File: src/rtl/spi_arbiter_if.sv
// spi_arbiter_if: requester/SPI-master signal bundle for spi_arbiter.
//   req       requester -> arbiter  level requests, one bit per requester
//   din_flat  requester -> arbiter  frame data, requester i at [i*DW +: DW]
//   gnt       arbiter -> requester  one-hot grant
//   done/err  arbiter -> requester  completion / timeout-abort pulses
//   spi_newd  arbiter -> SPI master new-data strobe
//   spi_din   arbiter -> SPI master frame data
//   spi_cs    SPI master -> arbiter active-low chip select (async to clk)
//   busy      arbiter status, high outside IDLE
// modport slave is the arbiter side, modport master the requester/SPI side.
interface spi_arbiter_if #(
   parameter int N_REQ = 4,
   parameter int DW    = 12
);
   logic [N_REQ-1:0]    req;
   logic [N_REQ*DW-1:0] din_flat;
   logic [N_REQ-1:0]    gnt;
   logic [N_REQ-1:0]    done;
   logic [N_REQ-1:0]    err;
   logic                spi_newd;
   logic [DW-1:0]       spi_din;
   logic                spi_cs;
   logic                busy;

   modport slave (
      input  req, din_flat, spi_cs,
      output gnt, done, err, spi_newd, spi_din, busy
   );

   modport master (
      output req, din_flat, spi_cs,
      input  gnt, done, err, spi_newd, spi_din, busy
   );
endinterface

File: src/rtl/spi_arbiter.sv
// spi_arbiter: round-robin arbiter sharing one SPI master between N_REQ
// requesters, with a per-phase timeout abort.
//   clk    sole clock, rising edge
//   rst_n  asynchronous active-low reset
//   bus    spi_arbiter_if.slave (req, din_flat, spi_cs in; gnt, done, err,
//          spi_newd, spi_din, busy out)
module spi_arbiter #(
   parameter int N_REQ = 4,
   parameter int DW    = 12,
   parameter int TMO   = 4095
) (
   input  logic          clk,
   input  logic          rst_n,
   spi_arbiter_if.slave  bus
);
   localparam int PW = (N_REQ > 1) ? $clog2(N_REQ) : 1;
   localparam int CW = (TMO > 0) ? $clog2(TMO + 1) : 1;

   typedef enum logic [2:0] {IDLE, LAUNCH, XFER, DONE, ERR} state_t;

   state_t        state;
   logic [PW-1:0] ptr;
   logic [PW-1:0] own;
   logic [CW-1:0] cnt;
   logic          cs_m;
   logic          cs_s;

   logic          found;
   logic [PW-1:0] win;
   int unsigned   idx;

   // First set request at or above ptr, wrapping.
   always_comb begin
      found = 1'b0;
      win   = ptr;
      idx   = 0;
      for (int unsigned k = 0; k < N_REQ; k++) begin
         idx = (32'(ptr) + k) % 32'(N_REQ);
         if (!found && bus.req[idx]) begin
            found = 1'b1;
            win   = PW'(idx);
         end
      end
   end

   function automatic logic [PW-1:0] next_ptr(input logic [PW-1:0] w);
      return (w == PW'(N_REQ - 1)) ? '0 : w + PW'(1);
   endfunction

   always_ff @(posedge clk or negedge rst_n) begin
      if (!rst_n) begin
         cs_m         <= 1'b1;
         cs_s         <= 1'b1;
         state        <= IDLE;
         ptr          <= '0;
         own          <= '0;
         cnt          <= '0;
         bus.gnt      <= '0;
         bus.done     <= '0;
         bus.err      <= '0;
         bus.spi_newd <= 1'b0;
         bus.spi_din  <= '0;
         bus.busy     <= 1'b0;
      end else begin
         cs_m <= bus.spi_cs;
         cs_s <= cs_m;
         unique case (state)
            IDLE: begin
               if (found) begin
                  own          <= win;
                  bus.gnt      <= N_REQ'(1) << win;
                  bus.spi_din  <= bus.din_flat[win*DW +: DW];
                  bus.spi_newd <= 1'b1;
                  bus.busy     <= 1'b1;
                  cnt          <= '0;
                  state        <= LAUNCH;
               end
            end
            LAUNCH: begin
               if (!cs_s) begin
                  bus.spi_newd <= 1'b0;
                  cnt          <= '0;
                  state        <= XFER;
               end else if (cnt == CW'(TMO - 1)) begin
                  bus.spi_newd <= 1'b0;
                  bus.err      <= N_REQ'(1) << own;
                  cnt          <= CW'(TMO);
                  state        <= ERR;
               end else begin
                  cnt <= cnt + CW'(1);
               end
            end
            XFER: begin
               if (cs_s) begin
                  bus.done <= N_REQ'(1) << own;
                  state    <= DONE;
               end else if (cnt == CW'(TMO - 1)) begin
                  bus.err <= N_REQ'(1) << own;
                  cnt     <= CW'(TMO);
                  state   <= ERR;
               end else begin
                  cnt <= cnt + CW'(1);
               end
            end
            DONE, ERR: begin
               bus.done     <= '0;
               bus.err      <= '0;
               bus.gnt      <= '0;
               bus.spi_newd <= 1'b0;
               bus.busy     <= 1'b0;
               ptr          <= next_ptr(own);
               state        <= IDLE;
            end
            default: state <= IDLE;
         endcase
      end
   end
endmodule

File: src/flat_wrapper.sv
// flat-port wrapper written by rule: the top's interface ports become plain ports
module spi_arbiter_flat 
#(
   parameter int N_REQ = 4,
   parameter int DW    = 12,
   parameter int TMO   = 4095
)
  (clk, rst_n, bus_req, bus_din_flat, bus_spi_cs, bus_gnt, bus_done, bus_err, bus_spi_newd, bus_spi_din, bus_busy);
  spi_arbiter_if #(.N_REQ(N_REQ), .DW(DW)) bus_i ();
  input  logic clk;
  input  logic rst_n;
  input wire logic [$bits(bus_i.req)-1:0] bus_req;
  input wire logic [$bits(bus_i.din_flat)-1:0] bus_din_flat;
  input wire logic [$bits(bus_i.spi_cs)-1:0] bus_spi_cs;
  output wire logic [$bits(bus_i.gnt)-1:0] bus_gnt;
  output wire logic [$bits(bus_i.done)-1:0] bus_done;
  output wire logic [$bits(bus_i.err)-1:0] bus_err;
  output wire logic [$bits(bus_i.spi_newd)-1:0] bus_spi_newd;
  output wire logic [$bits(bus_i.spi_din)-1:0] bus_spi_din;
  output wire logic [$bits(bus_i.busy)-1:0] bus_busy;
  assign bus_i.req = bus_req;
  assign bus_i.din_flat = bus_din_flat;
  assign bus_i.spi_cs = bus_spi_cs;
  assign bus_gnt = bus_i.gnt;
  assign bus_done = bus_i.done;
  assign bus_err = bus_i.err;
  assign bus_spi_newd = bus_i.spi_newd;
  assign bus_spi_din = bus_i.spi_din;
  assign bus_busy = bus_i.busy;
  spi_arbiter #(.N_REQ(N_REQ), .DW(DW), .TMO(TMO)) u_core (.clk(clk), .rst_n(rst_n), .bus(bus_i));
endmodule
File: config.mk
export PLATFORM = sky130hd
export DESIGN_NAME = spi_arbiter_flat
export DESIGN_NICKNAME = d
export VERILOG_FILES = /design/src/rtl/spi_arbiter_if.sv /design/src/rtl/spi_arbiter.sv /design/src/flat_wrapper.sv
export SDC_FILE = /design/constraint.sdc
export NUM_CORES = 1
export LEC_CHECK = 0
export ABC_AREA = 1
export BUFFER_PORTS_ARGS = -buffer_cell sky130_fd_sc_hd__buf_4
export CAP_MARGIN = 20
export CORE_UTILIZATION = 58
export DETAILED_ROUTE_END_ITERATION = 12
export HOLD_SLACK_MARGIN = 0.12
export PLACE_DENSITY = 0.9
export SYNTH_ARGS = -nofsm -noshare
export SYNTH_HDL_FRONTEND = slang
export SYNTH_SLANG_ARGS = --single-unit
File: constraint.sdc
create_clock -name clk -period 2.88 [get_ports clk]
set_input_delay 0 -clock clk [delete_from_list [all_inputs] [get_ports clk]]
set_output_delay 0 -clock clk [all_outputs]
set_load 0.02 [all_outputs]
==> reports/metrics.yaml <==
finish.instance_area_sq_mm: 0.00424
min_period_ns: 2.61
gr-usage-met2_pct: 57.7
setup_viol: 0
top_usage_layer: "met2"
synthCells: 456
drt_wl_total_mm: 9.39
synth-edff-count: 0
nNetsFinal: 630
min_period_over_period_pct: 90.6
area.growth.synth_to_final_pct: 34.6
critPathRequiredTime_ns: 3.07
tns_ns: 0
post-synth-top-area-cell: "dfrtp_1"
drive_above_1_share_pct: 20.4
drt_iter0_drc: 479
numClockSinks: 47
cts_tree: "built"
crit_fanout: 26
peakVddDrop_v: 0.000940
async_reset_ff_share_pct: 100
startpoint: "u_core.ptr[0]"
grt_start_max_net_pins: 48
ys.flop_type: "dfrtp_1"
grt_pass1_vias: 3374
ys_seq_area_share_pct: 37.4
hp-class: "input pin to flip-flop"
maxSlewHeadroom_pct: 55.1
fmaxAchievable_mhz: 383
grt_use_total_pct: 35.0
grt_pass1_wl_mm: 15.1
worstSetupEndpointType: "flip-flop"
path_clk_slew_ns: 0.09
n_fill_cell: 301
grt_util_met3_pct: 8.07
yosysWarnings: 0
detailed_place_hpwl_mm: 5.46
yosysTopAreaCellShare_pct: 35.8
synthesis.area_sq_mm: 0.00315
ys_top_cells_by_count: "180 x nand2_1, 66 x nand3_1, 45 x dfrtp_1, 44 x inv_1, 19 x o21ai_0"
via_count: 3620
fin_skew_ns: 0.00506
hold_viol_final: 0
n_antenna_cell: 0
rsz0062_at_grt: "no"
syn_area_per_cell_sq_um: 6.90
globalplace.congestion: 0.874
grtUsageMet1_pct: 44.1
initial_core_util_pct: 60.9
cts_made_buffers: 5
grt-ovfl-total: 0
die_h_microns: 75.7
fp.coreArea_sq_mm: 0.00517
cp-start-kind: "flip-flop"
r2r-start: "u_core.ptr[0]"
first_pass_iters: 5
endpoint: "u_core.bus.spi_din[4]"
yosysMostFrequentCell: "nand2_1"
finalPower_mw: 4.49
cts_buffer_depth: 2
rows: 26
wl_per_cell_microns: 14.7
power_density_mw_per_mm2: 1060
placed_area_sq_mm: 0.00375
cp.arrival_ns: 2.80
reg2regPathDepth: 13
max_cap_viol_count: 0
r2r_setup_slack_ns: 0.27
r2r-end: "u_core.bus.spi_din[4]"
worstSetupPathType: "flip-flop to flip-flop"
p_leak_nw: 2.25
ys_types: 32
dp_cells: 592
clock_latency_ns: 0.30
drc: 0
dieArea_sq_mm: 0.00573
h-tree-depth: 2
io_pins: 81
worst_slack_ns: 0.270
clock-root-buffer: "clkbuf_8"
final_core_util_pct: 81.9
die_w_microns: 75.7
preCtsSetupSlack_ns: 0.470
yosys_register_bits: 47
status: "complete, no violations"
synth_area_leaders: "dfrtp_1 36%, nand2_1 21%, nand3_1 10%"
fin_cells: 640
finalMaxSlewViolations: 0
io_buffers: 80
antenna_found_initial: 0
vias_per_cell: 5.66
postCtsResizedCells: 0
postRouteAntennaNets: 0
syn_nets: 517
worst_hold_slack_ns: 0.153
worstMarginPinSlew_ns: 0.668
## cells in the final DEF, fill, tap and decap left out, types with 2 or more instances in the layout
cell type | netlist | final
xor2_1 | 2 | 2
dfstp_2 | 2 | 2
nand3_1 | 66 | 66
a21oi_1 | 4 | 4
nand2_1 | 180 | 180
nor3_1 | 5 | 5
o21ai_1 | 11 | 11
nor2_2 | 3 | 3
inv_2 | 4 | 4
clkbuf_8 | 0 | 6
nand4_1 | 5 | 5
nand2_2 | 6 | 6
nor4_1 | 2 | 2
dfrtp_1 | 45 | 45
nand3b_1 | 11 | 11
dlygate4sd3_1 | 0 | 40
ha_1 | 6 | 6
buf_4 | 3 | 84
o21ai_0 | 19 | 19
inv_1 | 44 | 44
nor2_1 | 11 | 11
nand2_4 | 3 | 3
## timing repair
item                      4_1_cts  5_1_grt
hold buffers                   40        0
buffers inserted                0        0
hold endpoints to repair       60        0
## per-layer routing
metal / wire length (microns) / part of all wire [%]
met1: 3700 / 39
met2: 4350 / 46
met3: 975 / 10
met4: 362 / 3.9
met5: 0 / 0
## how the worst min path moves through the flow
stage,end,slack [ns],start,depth (start not counted)
after CTS,u_core.bus.spi_din[2],0.12,bus_din_flat[38],6
after global routing,u_core.bus.spi_din[6],0.17,bus_din_flat[42],6
after floorplan,u_core.bus.busy,-0.30,rst_n,0
after global placement,u_core.bus.err[1],0.04,rst_n,1
final,u_core.bus.spi_din[11],0.15,bus_din_flat[23],7
after detailed placement,u_core.bus.err[1],0.05,rst_n,1
## cell type report
| cell class | count | area (sq um) | share of cell area (%) |
|---|---|---|---|
| clock buffers | 7 | 86.3 | 2.04 |
| clock inverters | 1 | 5.00 | 0.118 |
| inverters | 49 | 186 | 4.40 |
| multi-input cells | 342 | 1660 | 39.2 |
| flip-flops and latches | 47 | 1180 | 27.8 |
| well taps | 70 | 87.6 | 2.07 |
| repair buffers | 124 | 1030 | 24.3 |
## kinds of logic after synthesis
family	synth area share (%)
and+or+nand+nor	43.2
adders and majority gates	2.38
DFF	37.4
xor gates and xnor gates	0.835
AOI/OAI and AO/OA	6.44
buffers and inverters	9.74
## critical path, stage by stage, from the launching register on
cell and delay [ns]:
dfrtp_1 0.63, inv_2 0.19, nand2_1 0.12, nand2_2 0.11, nand2_1 0.12, nand2_4 0.08
nor2_8 0.14, nand3_4 0.10, nand2_4 0.26, nand2_4 0.24, nand2_1 0.15, nand3_1 0.14
nand3_1 0.14, nand2_1 0.07
## where the power goes
part           total (mW)  switching, mW  internal (mW)
registers            1.08          0.190          0.889
clock network       0.416          0.222          0.194
logic                3.00           2.02          0.975
total                4.49           2.43           2.06
## flip-flops by register name (all words and copies together) (netlist names)
name                 cells
u_core.bus.spi_din      12
u_core.own               2
u_core.cs_s              1
u_core.bus.err           4
u_core.ptr               2
u_core.bus.busy          1
u_core.cs_m              1
u_core.state             3
u_core.cnt              12
u_core.bus.spi_newd      1
u_core.bus.done          4
u_core.bus.gnt           4
Power figures use the tool's default switching activity.
